--- config.mk ---
export PLATFORM = sky130hd
export DESIGN_NAME = piso_8bit_tx
export DESIGN_NICKNAME = d
export VERILOG_FILES = /design/src/rtl/piso_8bit_tx.sv
export SDC_FILE = /design/constraint.sdc
export NUM_CORES = 1
export LEC_CHECK = 0
export ABC_AREA = 0
export CAP_MARGIN = 40
export CORE_MARGIN = 8
export CORE_UTILIZATION = 50
export CTS_BUF_LIST = sky130_fd_sc_hd__clkbuf_16
export DETAILED_ROUTE_END_ITERATION = 12
export MAX_ROUTING_LAYER = met4
export PLACE_DENSITY = 0.77
export SYNTH_ARGS = -nofsm -noshare
export SYNTH_HDL_FRONTEND = slang
export SYNTH_SLANG_ARGS = --single-unit
--- constraint.sdc ---
create_clock -name clk -period 1.95 [get_ports clk]
set_clock_uncertainty 0.1 [all_clocks]
set_input_delay 0.39 -clock clk [delete_from_list [all_inputs] [get_ports clk]]
set_output_delay 0.39 -clock clk [all_outputs]
set_load 0.01 [all_outputs]
--- src/rtl/piso_8bit_tx.sv ---
// Parallel-in/serial-out transmitter: accepts a word on a valid/ready handshake
// and shifts it out bit by bit, each bit held for CLK_DIV clock cycles.
module piso_8bit_tx #(
  parameter int WIDTH     = 8,
  parameter int CLK_DIV   = 4,
  parameter int MSB_FIRST = 1
) (
  input  logic             clk,
  input  logic             rst,
  input  logic [WIDTH-1:0] wdata,
  input  logic             wvalid,
  output logic             wready,
  output logic             sdata,
  output logic             sframe,
  output logic             busy,
  output logic             done
);

  localparam int CNT_W = $clog2(WIDTH);
  localparam int DIV_W = (CLK_DIV > 1) ? $clog2(CLK_DIV) : 1;
  localparam logic [CNT_W-1:0] LAST_BIT = CNT_W'(WIDTH - 1);
  localparam logic [DIV_W-1:0] LAST_DIV = DIV_W'(CLK_DIV - 1);

  typedef enum logic [1:0] {IDLE, SHIFT, DONE} state_t;

  state_t             state_q, state_d;
  logic [WIDTH-1:0]   shreg_q, shreg_d;
  logic [CNT_W-1:0]   bit_cnt_q, bit_cnt_d;
  logic [DIV_W-1:0]   div_cnt_q, div_cnt_d;
  logic               sdata_q, sdata_d;
  logic               sframe_q, sframe_d;
  logic               busy_q, busy_d;
  logic               done_q, done_d;

  function automatic logic first_bit(input logic [WIDTH-1:0] w);
    return (MSB_FIRST != 0) ? w[WIDTH-1] : w[0];
  endfunction

  function automatic logic [WIDTH-1:0] shift_one(input logic [WIDTH-1:0] w);
    return (MSB_FIRST != 0) ? {w[WIDTH-2:0], 1'b0} : {1'b0, w[WIDTH-1:1]};
  endfunction

  always_ff @(posedge clk or posedge rst) begin
    if (rst) begin
      state_q   <= IDLE;
      shreg_q   <= '0;
      bit_cnt_q <= '0;
      div_cnt_q <= '0;
      sdata_q   <= 1'b0;
      sframe_q  <= 1'b0;
      busy_q    <= 1'b0;
      done_q    <= 1'b0;
    end else begin
      state_q   <= state_d;
      shreg_q   <= shreg_d;
      bit_cnt_q <= bit_cnt_d;
      div_cnt_q <= div_cnt_d;
      sdata_q   <= sdata_d;
      sframe_q  <= sframe_d;
      busy_q    <= busy_d;
      done_q    <= done_d;
    end
  end

  // Serial outputs are registered, so each is computed one cycle ahead from the
  // value the shift register is about to hold.
  always_comb begin
    state_d   = state_q;
    shreg_d   = shreg_q;
    bit_cnt_d = bit_cnt_q;
    div_cnt_d = div_cnt_q;
    sdata_d   = sdata_q;
    sframe_d  = sframe_q;
    busy_d    = busy_q;
    done_d    = 1'b0;
    case (state_q)
      IDLE: begin
        sdata_d  = 1'b0;
        sframe_d = 1'b0;
        busy_d   = 1'b0;
        if (wvalid) begin
          state_d   = SHIFT;
          shreg_d   = wdata;
          bit_cnt_d = '0;
          div_cnt_d = '0;
          sdata_d   = first_bit(wdata);
          sframe_d  = 1'b1;
          busy_d    = 1'b1;
        end
      end
      SHIFT: begin
        if (div_cnt_q == LAST_DIV) begin
          div_cnt_d = '0;
          if (bit_cnt_q == LAST_BIT) begin
            state_d  = DONE;
            sdata_d  = 1'b0;
            sframe_d = 1'b0;
            done_d   = 1'b1;
          end else begin
            shreg_d   = shift_one(shreg_q);
            bit_cnt_d = bit_cnt_q + CNT_W'(1);
            sdata_d   = first_bit(shreg_d);
          end
        end else begin
          div_cnt_d = div_cnt_q + DIV_W'(1);
        end
      end
      DONE: begin
        state_d = IDLE;
        busy_d  = 1'b0;
      end
      default: state_d = IDLE;
    endcase
  end

  assign wready = (state_q == IDLE);
  assign sdata  = sdata_q;
  assign sframe = sframe_q;
  assign busy   = busy_q;
  assign done   = done_q;

endmodule
==> results.py, run 1 <==
metrics = {
    "power": {
        "totalPowerFinal_uw": 2060,
        "p_sw_uw": 658,
        "seqPwrFrac_pct": 30.8,
        "comb_power_share_pct": 49.4,
        "internal_power_uw": 1400,
        "power_leakage_uw": 0.000600,
        "swShare_pct": 31.9,
        "clkPwrFrac_pct": 19.8,
        "vdd_ir_drop_max_uv": 1100,
        "p_per_area_nw_per_um2": 1680,
    },
    "setup_path": {
        "start_kind": "register",
        "r2r_slack_ns": 0.05,
        "crit_chain": "ha_1, ha_1, nand4bb_1, nand2_8, mux2_4",
        "required_ns": 1.98,
        "path_buf_inv": 0,
        "cp_slowest_stage_delay_ns": 0.39,
        "endpoint_kind": "register",
        "critPathArrivalTime_ns": 1.93,
        "path_max_fanout": 8,
        "worstSetupPathType": "reg2reg",
        "crit_path_top_delay_cell": "dfrtp_1",
        "cp_common_cell": "ha_1",
        "critical_path.top_delay_family": "simple AND/OR/NAND/NOR gates",
    },
    "final_layout": {
        "layout-drive-gt1-share_pct": 30.5,
        "finalNonFillerCells": 120,
        "seq_area_sq_um": 452,
        "multi_input_area_sq_um": 437,
        "num_antenna_cells": 0,
        "fillers": 133,
        "fin_nets": 111,
        "syn2layout_area_growth_pct": 32.3,
    },
    "outcome": {
        "status": "completed",
    },
    "global_route": {
        "gr-total-overflow": 0,
        "grt_pass1_wl_mm": 3.12,
        "grt_pass1_vias": 639,
        "grt_usage_pct": 12.8,
        "antenna_found_initial": 0,
        "grt_max_degree": 19,
    },
    "logic_synthesis": {
        "synth-simple-area-share_pct": 12.0,
        "async_reset_ff_share_pct": 100,
        "yosys.cell_types.count": 22,
        "synthTopCellsByCount": "dfrtp_1 (18), mux2_4 (10), nand2_1 (8)",
        "yosysWarnings": 0,
        "synth_seq_cells": 18,
        "synth_top_family_by_area": "multiplexers",
        "netlist.area_leader.share_pct": 48.7,
        "synth.most_common_cell": "dfrtp_1",
        "yosysTopAreaCell": "dfrtp_1",
        "yosys.area_share.adder_pct": 5.41,
        "synthesis.nets": 85,
        "synth_flop_cell": "dfrtp_1",
        "synth-edff-count": 0,
        "synth-compound-area-share_pct": 5.41,
        "syn_inst": 70,
        "syn_avg_cell_area_sq_um": 13.2,
        "synthMuxAreaShare_pct": 24.4,
        "synth_area_leaders": "dfrtp_1 (49%), mux2_4 (16%), ha_1 (5.4%)",
        "synthXorXnorAreaFrac_pct": 0,
        "synth_seq_area_share_pct": 48.7,
        "synth_area_sq_um": 925,
    },
    "detailed_routing": {
        "wl_per_cell_um": 15.7,
        "wl_mm": 1.89,
        "drtPass1Iterations": 4,
        "vias": 600,
        "avgViaCountPerCell": 5.00,
        "drtIter0Drc": 6,
        "ant_nets": 0,
        "drc_errors": 0,
    },
    "min_path": {
        "min-delay-path-class": "in2async",
    },
    "floorplan": {
        "ios": 16,
        "core-area_sq_um": 1730,
        "placementRows": 15,
        "die-area_sq_um": 3480,
        "dieWidth_um": 59.0,
        "dieHeight_um": 59.0,
        "initial_core_util_pct": 53.6,
    },
    "sta": {
        "slew_violations": 0,
        "setup_tns_ns": 0,
        "setup_ws_ns": 0.0521,
        "rsz0062_at_grt": "true",
        "fin_crit_sh_pct": 97.3,
        "fmax_ghz": 0.527,
        "tightest_slew_ns": 0.300,
        "relSlewSlack_pct": 79.9,
        "min_period_ns": 1.90,
        "hold_violations": 0,
        "setup_viol": 0,
    },
    "clock_network": {
        "clk_pin_slew_worst_paths_ns": 0.05,
        "ctsLongestPathBuffers": 2,
        "cts_tree": "yes",
        "root_buffer": "clkbuf_16",
        "clock-sinks": 18,
        "htreeDepth": 1,
        "cts_buffers": 3,
        "holdBufCountCts": 0,
        "clk_latency_ns": 0.25,
    },
    "placed_design": {
        "place_inst": 114,
        "numPortBuffers": 15,
        "dp_hpwl_mm": 1.32,
        "pre_cts_ws_ns": -0.0245,
        "gp_congestion": 0.750,
    },
    "flow_run": {
        "drv_cap": 0,
    },
}
## kinds of logic after synthesis
logic type,count (synthesis)
AND/OR/NAND/NOR,17
AO/OA/AOI/OAI,8
multiplexers,17
buffers and inverters,6
adder cells (fa/ha/maj),4
flip-flops,18
## worst min-delay path: stages
cell and delay, ns:
clkdlybuf4s50_1 0.41, inv_1 0.06, buf_4 0.24
## final timing paths
check | from | to | depth (start not counted)
setup / recovery | bit_cnt_q[0] | shreg_q[2] | 5
hold / removal | rst | shreg_q[4] | 3
setup reg to reg | bit_cnt_q[0] | shreg_q[2] | 5
hold reg to reg | busy | busy | 2
max in group asynchronous | rst | state_q[0] | 3
min in group clk | busy | busy | 2
## cell usage in the layout, fill, tap and decap left out
master and count:
a21boi_0 1, a21oi_1 1, a22o_1 1, a31oi_1 1, and3_1 2, buf_4 8, clkbuf_16 3, clkdlybuf4s50_1 15
clkinv_1 1, dfrtp_1 17, dfrtp_2 1, ha_1 4, inv_1 4, mux2_2 4, mux2_4 10, mux2i_1 3
nand2_1 8, nand2_8 1, nand3b_1 1, nand4bb_1 1, nor2_1 1, nor2b_1 1, nor2b_2 1, o21ai_0 3
o21bai_1 1, or3b_4 1
## registers in the layout (all words and copies together) (netlist names)
register	cells
div_cnt_q	2
state_q	2
done	1
busy	1
bit_cnt_q	3
sdata	1
sframe	1
shreg_q	7
## layout make-up
type	count	area share (%)
Clock inverter	1	0.307
Clock buffer	3	6.13
Inverter	4	1.23
Timing Repair Buffer	23	17.2
Sequential cell	18	36.9
Multi-Input combinational cell	46	35.7
Tap cell	25	2.56
## power by group through the flow
| stage | logic [uW] | registers, uW | clock network [uW] |
|---|---|---|---|
| after floorplan | 734 | 627 | 0 |
| after global placement | 927 | 646 | 0 |
| after detailed placement | 970 | 654 | 0 |
| after CTS | 982 | 653 | 416 |
| after global routing | 1120 | 654 | 435 |
| final | 1020 | 635 | 408 |
## repair_timing
action,4_1_cts,5_1_grt
setup buffers,0,2
gates resized for setup,1,0
cloned,0,0
endpoints found under the hold margin,0,0
setup endpoints to repair,1,2
## stage by stage
step	utilization [%]	cell area [sq um]	hold slack, ns
after floorplan	-	925	0.229
after global placement	65.4	1130	0.358
after detailed placement	65.4	1130	0.373
after CTS	70.0	1210	0.386
after global routing	70.9	1220	0.398
final	70.9	1220	0.382
## routing by layer
layer / GRT usage [%] / vias up / part of all wire [%] / wire length, um
li1: - / 293 / - / -
met5: - / - / 0 / 0
met3: 4.34 / 4 / 4.2 / 80
met4: 7.85 / 0 / 2.3 / 44
met2: 19.6 / 14 / 52 / 979
met1: 13.9 / 289 / 41 / 781
(Power assumes the default switching activity.)
==> run 2, diff against run 1 <==
Settings changed: CTS_CLUSTER_SIZE from default to 12.
==> results of run 2 <==
Final layout, timing and power as in run 1 (identical DEF).
==> run 3, diff against run 2 <==
Settings changed: ABC_AREA 0 to default.
==> results of run 3 <==
Final layout, timing and power as in run 1 (identical DEF).
